==> src/rtl/tank_plant.sv <==
// Water-tank emulator: integrates valve commands into a saturating level and
// drives registered float-switch lines, with fault injection for sensor errors.
module tank_plant #(
  parameter int TICK_DIV   = 1000,
  parameter int LEVEL_W    = 8,
  parameter int LVL_MAX    = 255,
  parameter int INIT_LEVEL = 0,
  parameter int FILL_RATE  = 4,
  parameter int DRIP_RATE  = 1,
  parameter int SPRAY_RATE = 3,
  parameter int LVL_L      = 20,
  parameter int LVL_M      = 100,
  parameter int LVL_H      = 200
) (
  input  logic               clk,
  input  logic               rst_n,
  input  logic               Ve,
  input  logic               Vs,
  input  logic               Bs,
  input  logic [1:0]         fault_sel,
  input  logic               ovf_clr,
  output logic               H,
  output logic               M,
  output logic               L,
  output logic [LEVEL_W-1:0] level,
  output logic               tick,
  output logic               overflow,
  output logic               dry
);

  localparam int CNT_W = (TICK_DIV > 2) ? $clog2(TICK_DIV) : 1;
  localparam int SUM_W = LEVEL_W + 3;

  localparam logic [1:0] FAULT_NONE = 2'b00;
  localparam logic [1:0] FAULT_L0   = 2'b01;
  localparam logic [1:0] FAULT_H1   = 2'b10;
  localparam logic [1:0] FAULT_M0   = 2'b11;

  localparam logic [CNT_W-1:0]   CNT_LAST  = CNT_W'(TICK_DIV - 1);
  localparam logic [LEVEL_W-1:0] INIT_LVL  = LEVEL_W'(INIT_LEVEL);
  localparam logic [LEVEL_W-1:0] TH_L      = LEVEL_W'(LVL_L);
  localparam logic [LEVEL_W-1:0] TH_M      = LEVEL_W'(LVL_M);
  localparam logic [LEVEL_W-1:0] TH_H      = LEVEL_W'(LVL_H);
  localparam logic [LEVEL_W-1:0] MAX_LVL   = LEVEL_W'(LVL_MAX);

  logic [CNT_W-1:0]   cnt_q, cnt_d;
  logic               tick_q, tick_d;
  logic [LEVEL_W-1:0] level_q, level_d;
  logic               ovf_q, ovf_d;
  logic               dry_q, dry_d;
  logic               h_q, m_q, l_q;
  logic               h_d, m_d, l_d;

  logic signed [SUM_W-1:0] sum;
  logic signed [SUM_W-1:0] fill_s, drip_s, spray_s, max_s;
  logic                    set_ovf, set_dry;

  // Prescaler; tick is high for the cycle after the count hits its last value.
  always_comb begin
    cnt_d  = (cnt_q == CNT_LAST) ? '0 : cnt_q + 1'b1;
    tick_d = (cnt_q == CNT_LAST);
  end

  always_comb begin
    fill_s  = Ve ? SUM_W'(FILL_RATE)  : '0;
    drip_s  = Vs ? SUM_W'(DRIP_RATE)  : '0;
    spray_s = Bs ? SUM_W'(SPRAY_RATE) : '0;
    max_s   = SUM_W'(LVL_MAX);
    sum     = $signed({3'b000, level_q}) + fill_s - drip_s - spray_s;

    level_d = level_q;
    set_ovf = 1'b0;
    set_dry = 1'b0;
    if (tick_q) begin
      if (sum > max_s) begin
        level_d = MAX_LVL;
        set_ovf = 1'b1;
      end else if (sum[SUM_W-1]) begin
        level_d = '0;
        set_dry = 1'b1;
      end else begin
        level_d = sum[LEVEL_W-1:0];
      end
    end

    // A set on the same edge as a clear must win.
    ovf_d = set_ovf | (ovf_q & ~ovf_clr);
    dry_d = set_dry | (dry_q & ~ovf_clr);
  end

  always_comb begin
    l_d = (level_q >= TH_L);
    m_d = (level_q >= TH_M);
    h_d = (level_q >= TH_H);
    case (fault_sel)
      FAULT_L0:   l_d = 1'b0;
      FAULT_H1:   h_d = 1'b1;
      FAULT_M0:   m_d = 1'b0;
      FAULT_NONE: ;
      default:    ;
    endcase
  end

  always_ff @(posedge clk or negedge rst_n) begin
    if (!rst_n) begin
      cnt_q   <= '0;
      tick_q  <= 1'b0;
      level_q <= INIT_LVL;
      ovf_q   <= 1'b0;
      dry_q   <= 1'b0;
      l_q     <= (INIT_LVL >= TH_L);
      m_q     <= (INIT_LVL >= TH_M);
      h_q     <= (INIT_LVL >= TH_H);
    end else begin
      cnt_q   <= cnt_d;
      tick_q  <= tick_d;
      level_q <= level_d;
      ovf_q   <= ovf_d;
      dry_q   <= dry_d;
      l_q     <= l_d;
      m_q     <= m_d;
      h_q     <= h_d;
    end
  end

  assign level    = level_q;
  assign tick     = tick_q;
  assign overflow = ovf_q;
  assign dry      = dry_q;
  assign H        = h_q;
  assign M        = m_q;
  assign L        = l_q;

endmodule
==> config.mk <==
export PLATFORM = sky130hd
export DESIGN_NAME = tank_plant
export DESIGN_NICKNAME = d
export VERILOG_FILES = /design/src/rtl/tank_plant.sv
export SDC_FILE = /design/constraint.sdc
export NUM_CORES = 1
export LEC_CHECK = 0
export BUFFER_PORTS_ARGS = -buffer_cell sky130_fd_sc_hd__buf_2
export CAP_MARGIN = 20
export CORE_MARGIN = 3
export CORE_UTILIZATION = 40
export CTS_CLUSTER_SIZE = 8
export DETAILED_ROUTE_END_ITERATION = 16
export HOLD_SLACK_MARGIN = 0.08
export PLACE_DENSITY = 0.6
export SYNTH_ARGS = -nofsm -noshare
export SYNTH_HDL_FRONTEND = slang
export SYNTH_SLANG_ARGS = --single-unit
==> constraint.sdc <==
create_clock -name clk -period 4.6 [get_ports clk]
set_input_delay 0.69 -clock clk [delete_from_list [all_inputs] [get_ports clk]]
set_output_delay 0.69 -clock clk [all_outputs]
set_load 0.05 [all_outputs]
=== Word-level counts from Yosys, hierarchy flattened ===
Cells that the tools add are included.

* Flip-flop bits (word level): 24
* Input bits: 8
* Output and inout bits: 14
* Word-level logic and storage cells: 39

* Add/subtract/negate cells: 4
* $lt $le $gt $ge: 4
* Equality and inequality tests: 4
* Multiplexer cells: 14
* Bitwise operators: 5

{| class="wikitable"
|+ Operators with widths
! cell !! count
|-
| 2-to-1 mux 8 bit || 2
|-
| greater-than comparator 11 x 9 -> 1 bit, second input constant || 1
|-
| subtractor 10 x 3 -> 11 bit || 1
|-
| adder 10 x 1 -> 10 bit, second input constant || 1
|-
| equality test 10 bit, second input constant || 1
|-
| 2-to-1 mux 10 bit || 1
|-
| subtractor 9 x 1 -> 10 bit || 1
|-
| adder 8 x 3 -> 9 bit || 1
|-
| 2-to-1 mux 1 bit || 9
|-
| greater-or-equal comparator 8 x 5 -> 1 bit, second input constant || 1
|-
| greater-or-equal comparator 8 x 7 -> 1 bit, second input constant || 1
|-
| greater-or-equal comparator 8 bit, second input constant || 1
|-
| equality test 2 bit, second input constant || 2
|-
| 2-to-1 mux 3 bit || 1
|-
| bitwise AND 1 bit || 2
|-
| equality test 2 x 1 -> 1 bit, second input constant || 1
|-
| 2-to-1 mux 2 bit || 1
|-
| bitwise OR 1 bit || 2
|-
| inverter 1 bit || 1
|}

=== Longest topological paths before layout ===
Gate-level depths: netlist of the first run.

* Depth after elaboration: 8
* Mapped depth: 18
* Gate-level depth less buffers: 18

=== Worst setup path after synthesis of the first run ===
Ideal clock, no wire load.

* Path type: reg2reg
* Start: reg level_q[0] (netlist: level[0])
* End: reg level_q[3] (netlist: level[3])
* Library setup time: 88 ps
* Arrival time: 4139 ps
* Data required time: 4512 ps
* Setup slack: 372 ps
* Cell stages (with the launch flop): 18
* Path buffers: 0
* Period minus slack after synthesis: 4228 ps
* Cell sequence: dfrtp_1 > inv_1 > ha_1 > inv_1 > ha_1 > inv_1 > fa_1 > xor2_1 > and3b_1 > o21ai_1 > nor2_2 > or4b_4 > a211o_1 > ha_1 > inv_1 > a211oi_1 > a31oi_4 > a41oi_1

* Longest elaborated chain between the ends: 5
* Elaborated cells between the ends (all ways): 6
* Classes of those cells: add/sub: 3; order compare: 1; mux: 2

{| class="wikitable"
|+ RTL lines
! what !! RTL line !! text
|-
| start: declaration || 48 || <nowiki>logic [LEVEL_W-1:0] level_q, level_d;</nowiki>
|-
| start signal: assignment || 117 || <nowiki>level_q <= level_d;</nowiki>
|-
| adder 8 x 3 -> 9 bit (*) || 69 || <nowiki>sum = $signed({3'b000, level_q}) + fill_s - drip_s - spray_s;</nowiki>
|-
| subtractor 9 x 1 -> 10 bit (*) || 69 ||
|-
| subtractor 10 x 3 -> 11 bit (*) || 69 ||
|-
| greater-than comparator 11 x 9 -> 1 bit or 2-to-1 mux 8 bit (tied branches) || 75, 78 ||
|-
| 2-to-1 mux 8 bit (*) || 75 || <nowiki>if (sum > max_s) begin</nowiki>
|}

Every way passes the cells marked *; elsewhere a longest branch is shown, timed or not.
A chain may end at the register's enable or synchronous reset.

=== Worst setup path in the final report of the first run ===
* Start: in Vs
* End: reg level_q[1] (netlist: level[1])

* Longest elaborated chain between the ends: 5
* Elaborated cells between the ends (all ways): 6
* Classes of those cells: add/sub: 2; order compare: 1; mux: 3

{| class="wikitable"
|+ RTL lines
! what !! RTL line !! text
|-
| start: declaration || 18 || <nowiki>input logic Vs,</nowiki>
|-
| 2-to-1 mux 1 bit (*) || 66 || <nowiki>drip_s = Vs ? SUM_W'(DRIP_RATE) : '0;</nowiki>
|-
| subtractor 9 x 1 -> 10 bit (*) || 69 ||
|-
| subtractor 10 x 3 -> 11 bit (*) || 69 ||
|-
| greater-than comparator 11 x 9 -> 1 bit or 2-to-1 mux 8 bit (tied branches) || 75, 78 ||
|-
| 2-to-1 mux 8 bit (*) || 75 ||
|}

Marks and branches as above.

==> summary.txt, run 1 <==
GRT
  • Vias in the first global route: 1,723
  • GRT overflow: 0
  • GRT Resource Usage Total: 16.6%
  • Antenna violations before repair: 0
  • Largest net degree at the start of global routing: 25
  • First-pass GRT wire length: 8.09 mm

Timing
  • Achievable Freq: 237 MHz
  • Actual slew at the worst max-slew pin: 0.743 ns
  • Post-route clock period utilization: 91.6%
  • Fin crit period: 4.21 ns
  • RSZ-0062 raised after global routing: no
  • Clk_skew: 0.00447 ns
  • Final Worst Setup Slack: 0.386 ns
  • Max-slew violation count: 0
  • Final setup viols: 0
  • Slew HR: 50.2%
  • Sum of negative setup slack: 0 ns
  • Final hold vios: 0

Worst setup path
  • Setup CP Type: input pin to flop
  • Setup crit start kind: input pin
  • Crit path arrival time: 4.33 ns
  • Slowest-stage cell, CP: or4b_4
  • CP max FO: 8
  • CP Capture Type: flop
  • Data required, critical path: 4.72 ns
  • Crit-path cells: buf_2, ha_1, inv_1, ha_1, inv_1, fa_1, buf_4, nor2b_4, o311a_4, nor3_1, or2_4, or4b_4, a211o_1, ha_1, inv_1, a211oi_1, buf_4, a31oi_4, a41oi_1
  • Max stage delay on crit path: 0.52 ns

Synthesis
  • Yosys top cell by area: dfrtp_1
  • Ys async rst share: 100%
  • Yosys cell types: 55
  • Post-Syn Nets: 256
  • Ranking of synthesized cells by area: dfrtp_1 30%, ha_1 12%, inv_1 5.3%, nor2_1 4.3%, a41oi_1 3.5%
  • Yosys warnings: 0
  • Commonest cells in the netlist: 28 x inv_1, 24 x dfrtp_1, 23 x nor2_1
  • Mapped Cells: 227
  • Seq cells post-synth: 24
  • Ys flop type: dfrtp_1
  • Seq/Total Area, Yosys: 30.0%
  • Cell Area, Synth: 2000 um^2
  • Synth top area share: 30.0%
  • EDFF count, synth: 0
  • Syn Area/Cell: 8.82 um^2
  • Most common cell in the netlist: inv_1

CTS
  • CTS Buf Count: 3
  • Clock latency on the worst-skew pair: 0.27 ns
  • Cts repair resizes: 0
  • Clock transition at path regs: 0.09 ns
  • CTS tree: done
  • H-tree lvl count: 1
  • Maximum clock insertion buffer count: 2
  • Cts hold-fix bufs: 0
  • Clock root cell: clkbuf_8
  • Post-CTS setup buffers: 0
  • Clock Sinks: 24

Power and ir drop
  • Switching power: 0.000110 W
  • Peak VDD IR: 112 uV
  • Power share of the combinational group: 13.5%
  • Part of the power in the clock network: 40.7%
  • Pwr dens: 198 nW/um^2
  • Sw Ratio: 23.8%
  • Seq pwr share: 45.8%
  • Leak: 1.06 nW
  • Final Total Pwr: 0.000462 W
  • Internal: 0.000352 W

Final layout
  • Fin cells: 327
  • Fillers: 472
  • Area growth syn-to-layout: 16.6%
  • Register Area: 601 um^2
  • Fin nets: 290
  • Antenna diodes: 0
  • Layout cells sized above 1: 18.5%
  • Multi-input logic area: 1300 um^2

Placed design
  • Routability cong.: 0.826
  • DPL Wire Length: 3.57 mm
  • Dpl cells: 323
  • PortBufs: 21
  • Setup Slack @ Placement: 0.0491 ns

Routing
  • Via count: 1,743
  • Final ANT Viol Nets: 0
  • DR pass1 iterations: 4
  • Iteration-0 DRC count of the detailed router: 98
  • Drt drc: 0
  • Vias per cell: 5.33
  • Total wire length: 4.51 mm
  • WL per Instance: 13.8 um

Die
  • Rows: 25
  • Die ar.: 5890 um^2
  • Core footprint: 4790 um^2
  • Die H: 76.7 um
  • Ports: 22
  • Die X: 76.7 um
  • Initial Util: 41.8%

Run status
  • Outcome: completed

Flow run
  • Max Cap Viol: 0

Hold path
  • Hold Path Class: input pin to asynchronous set/reset pin
worst max-delay path: cells and delay by family:
kind,cells,cell delay [ns]
adder cells (fa/ha/maj),4,1.07
AO/OA/AOI/OAI,5,0.98
AND/OR/NAND/NOR,4,0.98
buffers and inverters,6,0.62
path summary, 6_finish.rpt:
kind	from	endpoint	slack, ns	cells after the start
min	rst_n	level[2]	0.38	1
min reg2reg	cnt_q[0]	cnt_q[0]	0.47	1
max in group asynchronous	rst_n	cnt_q[0]	3.86	1
max	Vs	level[1]	0.39	19
min in group clk	cnt_q[0]	cnt_q[0]	0.47	1
max reg2reg	level[0]	level[1]	0.45	19
per-layer routing:
metal	part of all wire, %	GRT usage, %	wire, um
met3	3.5	1.88	156
met1	51	23.2	2310
met2	43	25.6	1920
met5	0	0	0
met4	2.7	7.79	123
cell families after synthesis:
group	after synthesis	share of synthesized area, %
AND/OR/NAND/NOR	73	20.0
AO/OA/AOI/OAI	66	24.4
buffers and inverters	30	5.63
flip-flops	24	30.0
adder cells (fa/ha/maj)	21	13.9
XOR/XNOR	12	5.63
multiplexers	1	0.500
registers in the layout (all words and copies together) (netlist names):
signal,cells
cnt_q,10
level,8
overflow,1
dry,1
M,1
tick,1
H,1
L,1
power groups by stage:
stage / sequential, W / clock (W) / combinational (W)
after detailed placement: 0.000216 / 0 / 0.0000621
after floorplan: 0.000219 / 0 / 0.0000372
after global routing: 0.000212 / 0.000200 / 0.0000703
after global placement: 0.000216 / 0 / 0.0000619
final: 0.000212 / 0.000188 / 0.0000626
after CTS: 0.000212 / 0.000192 / 0.0000626
layout by cell type, fill, tap and decap left out, types with 4 or more instances in the layout:
cell type  instances
xor2_1             5
buf_2             22
inv_1             28
nand2_1           10
a41oi_1            8
o21ai_0           13
dfrtp_1           24
buf_4              9
nor2_1            23
nor3_1             4
xnor2_1            5
a211oi_1           4
ha_1              19
o211ai_1           5
a21oi_1            9
nand3_1            9
through the flow:
stage               instance area (um^2)  utilization, %  hold slack (ns)
global placement                    2250            47.0            0.452
CTS                                 2330            48.6            0.407
floorplan                           2000               -            0.394
global route                        2330            48.8            0.433
detailed placement                  2260            47.1            0.457
finish                              2330            48.8            0.379
cell type report:
| class | count | area share [%] |
|---|---|---|
| clock inverter | 1 | 1.29 |
| timing repair buffer | 31 | 7.61 |
| sequential | 24 | 25.7 |
| clock buffer | 3 | 1.77 |
| tap | 67 | 3.59 |
| multi-input combinational | 173 | 55.5 |
| inverter | 28 | 4.50 |
No activity file was read; power rests on OpenSTA's default activity.
==> run 2: changes to the inputs <==
Settings changed: REMOVE_ABC_BUFFERS from default to 1.
==> run 2 against run 1 <==
- clock skew is 0.0020 ns lower
- count of clock-buffer cells in the layout is the same
- design area unchanged
- via count is 0.63% higher
- register-to-register slack worse by 0.12 ns
- sequential power hardly changed
- first-iteration DRC count grew 48%
- final cell count grew 0.31%
- critical path type unchanged
- largest cell class unchanged
- highest routed layer unchanged
==> summary.txt, run 2 (synthesized netlist as in run 1, its figures left out) <==
Timing
  • Sum of negative setup slack: 0 ns (unchanged)
  • RSZ-0062 raised after global routing: no (unchanged)
  • Slew HR: 52.1% (was 50.2%)
  • Clk_skew: 0.00243 ns (was 0.00447 ns)
  • Post-route clock period utilization: 94.1% (was 91.6%)
  • Max-slew violation count: 0 (unchanged)
  • Achievable Freq: 231 MHz (was 237 MHz)
  • Final setup viols: 0 (unchanged)
  • Fin crit period: 4.33 ns (was 4.21 ns)
  • Final hold slack: 0.393 ns (was 0.379 ns)
  • Actual slew at the worst max-slew pin: 0.715 ns (was 0.743 ns)
  • Final hold vios: 0 (unchanged)

Routing
  • Drt drc: 0 (unchanged)
  • Total wire length: 4.55 mm (was 4.51 mm)
  • Iteration-0 DRC count of the detailed router: 145 (was 98)
  • WL per Instance: 13.9 um (was 13.8 um)
  • Vias per cell: 5.35 (was 5.33)
  • DR pass1 iterations: 4 (unchanged)
  • Final ANT Viol Nets: 0 (unchanged)
  • Via count: 1,754 (was 1,743)

CTS
  • Clock transition at path regs: 0.09 ns (about the same)
  • Cts hold-fix bufs: 0 (unchanged)
  • Post-CTS setup buffers: 0 (unchanged)
  • CTS Buf Count: 3 (unchanged)
  • Cts repair resizes: 0 (unchanged)
  • CTS tree: done (unchanged)
  • H-tree lvl count: 1 (unchanged)
  • Clock latency on the worst-skew pair: 0.27 ns (about the same)
  • Clock root cell: clkbuf_8 (unchanged)
  • Maximum clock insertion buffer count: 2 (unchanged)
  • Clock Sinks: 24 (unchanged)

GRT
  • Largest net degree at the start of global routing: 25 (unchanged)
  • GRT Resource Usage Total: 16.3% (was 16.6%)
  • Antenna violations before repair: 0 (unchanged)
  • GRT overflow: 0 (unchanged)
  • First-pass GRT wire length: 8.06 mm (was 8.09 mm)
  • Vias in the first global route: 1,727 (was 1,723)

Worst setup path
  • Setup CP Type: input pin to flop (unchanged)
  • CP max FO: 8 (unchanged)
  • Crit path arrival time: 4.44 ns (was 4.33 ns)
  • Setup crit start kind: input pin (unchanged)
  • Data required, critical path: 4.71 ns (was 4.72 ns)
  • CP Capture Type: flop (unchanged)

Power and ir drop
  • Pwr dens: 197 nW/um^2 (was 198 nW/um^2)
  • Leak: 1.05 nW (was 1.06 nW)
  • Final Total Pwr: 0.000461 W (was 0.000462 W)
  • Peak VDD IR: 94.2 uV (was 112 uV)

Final layout
  • Most frequent cells in the layout: 28 x inv_1, 24 x dfrtp_1, 23 x nor2_1, 22 x buf_2, 19 x ha_1 (unchanged)
  • Area growth syn-to-layout: 16.6% (unchanged)
  • Largest register FFs: 10 (unchanged)
  • Antenna diodes: 0 (unchanged)
  • Most common cell after layout, fill and taps aside: inv_1 (unchanged)
  • Layout cells sized above 1: 18.4% (was 18.5%)
  • Largest register by flop count: cnt_q (unchanged)
  • Fin nets: 291 (was 290)
  • Final instance area: 2330 um^2 (unchanged)

Placed design
  • PortBufs: 21 (unchanged)
  • DPL Wire Length: 3.61 mm (was 3.57 mm)
  • Routability cong.: 0.876 (was 0.826)
  • Placed instance area: 2260 um^2 (about the same)

Die
  • Die H: 76.7 um (unchanged)
  • Core footprint: 4790 um^2 (unchanged)
  • Die X: 76.7 um (unchanged)
  • Initial Util: 41.8% (unchanged)
  • Die ar.: 5890 um^2 (unchanged)
  • Ports: 22 (unchanged)
  • Rows: 25 (unchanged)

Hold path
  • Hold Path Class: input pin to asynchronous set/reset pin (unchanged)

Run status
  • Outcome: completed (unchanged)

Flow run
  • Max Cap Viol: 0 (unchanged)
==> run 2: through the flow <==
stage	utilization, %	worst slack, ns	std cells
after CTS	48.8	0.272	328
after detailed placement	47.3	-0.0240	324
after floorplan	-	0.372	225
after global placement	47.2	0.147	323
final	48.8	0.272	328
after global routing	48.8	0.0241	328
==> run 2: layout make-up <==
| cell class | instances | area (um^2) |
|---|---|---|
| Multi-Input combinational cell | 173 | 1290 |
| Inverter | 28 | 105 |
| Timing Repair Buffer | 32 | 185 |
| Clock inverter | 1 | 30.0 |
| Clock buffer | 3 | 41.3 |
| Fill cell | 481 | 2450 |
| Sequential cell | 24 | 601 |
| Tap cell | 67 | 83.8 |
==> run 2: where the power goes <==
group / internal [W] / total, W / switching [W]
Clock: 0.000116 / 0.000187 / 0.0000705
Combinational: 0.0000241 / 0.0000622 / 0.0000382
Sequential: 0.000212 / 0.000212 / 0.000000141
==> run 2: per-layer routing <==
| layer | routed length (um) | share of wire [%] | global-route usage, % |
|---|---|---|---|
| met1 | 2320 | 51 | 24.4 |
| met2 | 2000 | 44 | 25.4 |
| met3 | 191 | 4.2 | 1.29 |
| met4 | 47 | 1.0 | 3.80 |
| met5 | 0 | 0 | 0 |
==> run 2: worst paths after layout <==
check | endpoint | depth (start not counted) | slack, ns | start
worst max register to register | level[0] | 18 | 0.33 | level[0]
min in group clk | cnt_q[0] | 1 | 0.46 | cnt_q[0]
worst max-delay path | level[0] | 18 | 0.27 | Vs
max in group asynchronous | tick | 1 | 3.84 | rst_n
worst min register to register | cnt_q[0] | 1 | 0.46 | cnt_q[0]
worst min-delay path | level[3] | 1 | 0.39 | rst_n
==> run 2: critical path, stage by stage <==
cell and delay [ns]:
buf_2 0.10, ha_1 0.18, inv_1 0.05, ha_1 0.19, inv_1 0.07, fa_1 0.43, xor2_1 0.34, and3b_1 0.26
o21ai_1 0.14, nor2_2 0.13, or4b_4 0.48, a211o_1 0.31, ha_1 0.31, inv_1 0.08, a211oi_1 0.05, buf_4 0.16
a31oi_4 0.27, a41oi_1 0.18
==> run 3: changes to the inputs <==
Settings changed: ABC_AREA from default to 1.
==> run 3 against run 2 <==
- count of clock-buffer cells in the layout is the same
- setup slack gained 1.2 ns
- total power shrank 3.4%
- combinational power shrank 18%
- register-to-register slack gained 1.2 ns
- die area grew 2.1%
- first-iteration DRC count shrank 53%
- design area shrank 1.5%
- synthesized cell count grew 16%
- largest cell class unchanged
- highest routed layer unchanged
==> summary.txt, run 3 <==
Final layout
  • Antenna diodes: 0 (unchanged)
  • Layout cells sized above 1: 25.4% (was 18.4%)
  • Area growth syn-to-layout: 12.3% (was 16.6%)
  • Largest register by flop count: cnt_q (unchanged)
  • Most frequent cells in the layout: 53 x inv_1, 39 x nand2_1, 24 x dfrtp_1, 21 x buf_2 (was 28 x inv_1, 24 x dfrtp_1, 23 x nor2_1, 22 x buf_2, 19 x ha_1)
  • Fin nets: 317 (was 291)
  • Most common cell after layout, fill and taps aside: inv_1 (unchanged)
  • Largest register FFs: 10 (unchanged)

CTS
  • Clock latency on the worst-skew pair: 0.26 ns (was 0.27 ns)
  • Clock Sinks: 24 (unchanged)
  • Clock root cell: clkbuf_8 (unchanged)
  • Maximum clock insertion buffer count: 2 (unchanged)
  • Cts repair resizes: 0 (unchanged)
  • Cts hold-fix bufs: 0 (unchanged)
  • Clock transition at path regs: 0.08 ns (was 0.09 ns)
  • CTS tree: done (unchanged)
  • H-tree lvl count: 1 (unchanged)
  • Post-CTS setup buffers: 0 (unchanged)
  • CTS Buf Count: 3 (unchanged)

Hold path
  • Hold Path Class: input pin to asynchronous set/reset pin (unchanged)

Routing
  • Drt drc: 0 (unchanged)
  • Final ANT Viol Nets: 0 (unchanged)
  • DR pass1 iterations: 4 (unchanged)
  • Total wire length: 3.85 mm (was 4.55 mm)
  • Vias per cell: 4.52 (was 5.35)
  • Via count: 1,599 (was 1,754)
  • Iteration-0 DRC count of the detailed router: 68 (was 145)
  • WL per Instance: 10.9 um (was 13.9 um)

Synthesis
  • Synth Area in Compound Gates: 9.96% (was 24.4%)
  • Post-synthesis xor/xnor area fraction: 2.14% (was 5.62%)
  • Ys async rst share: 100% (unchanged)
  • Most common cell in the netlist: inv_1 (unchanged)
  • Post-synthesis simple-gate area fraction: 33.8% (was 20.0%)
  • Adder-Cell Fraction of Synth Area: 13.6% (was 13.9%)
  • Ys flop type: dfrtp_1 (unchanged)
  • Mapped Cells: 264 (was 227)
  • Commonest cells in the netlist: 53 x inv_1, 39 x nand2_1, 24 x dfrtp_1 (was 28 x inv_1, 24 x dfrtp_1, 23 x nor2_1)
  • EDFF count, synth: 0 (unchanged)
  • Seq cells post-synth: 24 (unchanged)
  • Yosys top cell by area: dfrtp_1 (unchanged)
  • Syn Area/Cell: 7.75 um^2 (was 8.82 um^2)
  • Largest family of logic cells by synthesized area: simple AND/OR/NAND/NOR gates (was compound AO/OA/AOI/OAI gates)
  • Ranking of synthesized cells by area: dfrtp_1 29%, ha_1 12%, inv_1 9.7%, nand2_1 7.2%, nand3_1 4.6% (was dfrtp_1 30%, ha_1 12%, inv_1 5.3%, nor2_1 4.3%, a41oi_1 3.5%)
  • Cell Area, Synth: 2050 um^2 (was 2000 um^2)
  • Yosys warnings: 0 (unchanged)
  • Yosys cell types: 31 (was 55)
  • Multiplexer share of the synthesized area: 0% (was 0.500%)
  • Synth top area share: 29.3% (was 30.0%)
  • Seq/Total Area, Yosys: 29.3% (was 30.0%)

Die
  • Die ar.: 6010 um^2 (was 5890 um^2)
  • Die X: 77.5 um (was 76.7 um)
  • Ports: 22 (unchanged)
  • Rows: 25 (unchanged)
  • Die H: 77.5 um (was 76.7 um)
  • Core footprint: 4850 um^2 (was 4790 um^2)
  • Initial Util: 42.2% (was 41.8%)

Flow run
  • Max Cap Viol: 0 (unchanged)

GRT
  • GRT overflow: 0 (unchanged)
  • Largest net degree at the start of global routing: 25 (unchanged)
  • Vias in the first global route: 1,465 (was 1,727)
  • First-pass GRT wire length: 6.80 mm (was 8.06 mm)
  • GRT Resource Usage Total: 13.8% (was 16.3%)
  • Antenna violations before repair: 0 (unchanged)

Worst setup path
  • CP Capture Type: flop (unchanged)
  • Crit path arrival time: 3.32 ns (was 4.44 ns)
  • CP max FO: 9 (was 8)
  • Setup crit start kind: input pin (unchanged)
  • Setup CP Type: input pin to flop (unchanged)
  • Data required, critical path: 4.76 ns (was 4.71 ns)

Timing
  • Sum of negative setup slack: 0 ns (unchanged)
  • RSZ-0062 raised after global routing: no (unchanged)
  • Final setup viols: 0 (unchanged)
  • Fin crit period: 3.16 ns (was 4.33 ns)
  • Clk_skew: 0.00258 ns (was 0.00243 ns)
  • Actual slew at the worst max-slew pin: 0.530 ns (was 0.715 ns)
  • Final hold vios: 0 (unchanged)
  • Final Worst Setup Slack: 1.44 ns (was 0.272 ns)
  • Max-slew violation count: 0 (unchanged)
  • Achievable Freq: 316 MHz (was 231 MHz)
  • Post-route clock period utilization: 68.7% (was 94.1%)
  • Slew HR: 64.7% (was 52.1%)

Placed design
  • PortBufs: 21 (unchanged)
  • DPL Wire Length: 3.19 mm (was 3.61 mm)
  • Routability cong.: 0.844 (was 0.876)
  • Setup Slack @ Placement: 1.15 ns (was -0.0240 ns)

Power and ir drop
  • Pwr dens: 194 nW/um^2 (was 197 nW/um^2)
  • Peak VDD IR: 133 uV (was 94.2 uV)
  • Leak: 1.25 nW (was 1.05 nW)

Run status
  • Outcome: completed (unchanged)
[run 3: cell count changes in the layout (fill, tap and decap cells not counted), sizes merged, moves of 4 or more]
cell and delta:
nand2 +46, inv +31, nand3 +19, buf -11
a21oi +9, a41oi -8, xnor2 -6, o211ai -5
o21ai -5, a211oi -4, nor2b -4, nor3 +4
[run 3: area by class of cell]
type | count | area [um^2]
repair buffers | 21 | 105
fillers | 499 | 2550
well taps | 67 | 83.8
flip-flops and latches | 24 | 601
clock buffers | 3 | 41.3
multi-input cells | 179 | 1220
inverters | 59 | 221
clock inverters | 1 | 30.0
[run 3: path summary, 6_finish.rpt]
check | depth (start not counted) | endpoint | start | slack, ns
worst max-delay path | 21 | level[6] | Vs | 1.44
worst min-delay path | 1 | cnt_q[5] | rst_n | 0.39
min in group clk | 1 | cnt_q[4] | cnt_q[4] | 0.47
worst max register to register | 21 | level[6] | level[0] | 1.55
worst min register to register | 1 | cnt_q[4] | cnt_q[4] | 0.47
max in group asynchronous | 1 | cnt_q[1] | rst_n | 3.86
[run 3: metal layers]
metal  up-vias  GRT usage, %  wire length, um
li1        876             -                -
met1       691          20.4             2120
met2        30          20.6             1560
met3         2          3.36              158
met4         0          2.67               14
met5         -             0                0
[run 3: kinds of logic after synthesis]
| group | count (synthesis) |
|---|---|
| AND/OR/NAND/NOR | 121 |
| XOR/XNOR | 5 |
| AO/OA/AOI/OAI | 32 |
| adder cells (fa/ha/maj) | 21 |
| flip-flops | 24 |
| buffers and inverters | 61 |
[run 3: critical path, cell delays in order]
cell     delay, ns
buf_2         0.10
ha_1          0.18
inv_1         0.05
ha_1          0.17
inv_1         0.06
fa_1          0.39
inv_1         0.08
nand2_1       0.11
nand2_2       0.09
nand3_1       0.10
inv_2         0.10
nand2_1       0.08
nor2_2        0.12
nand3_1       0.08
nand2_1       0.06
nand2_1       0.08
nor2_4        0.11
o21ai_0       0.10
ha_1          0.37
nand2_8       0.14
a21oi_2       0.06
[run 3: power by group]
part	switching [W]	internal (W)	leakage, nW
clock network	0.0000662	0.000116	0.0357
logic	0.0000339	0.0000169	0.948
registers	0.000000140	0.000212	0.266
total	0.000100	0.000345	1.25
[run 3: per-stage QoR]
step           area (um^2)  hold WS [ns]  total power [W]  instances  util, %
2_1_floorplan         2040         0.394         0.000253        262        -
3_3_place_gp          2230         0.460         0.000267        350     46.0
3_5_place_dp          2230         0.456         0.000268        350     46.0
4_1_cts               2300         0.413         0.000450        354     47.4
5_1_grt               2300         0.427         0.000467        354     47.4
6_report              2300         0.390         0.000445        354     47.4
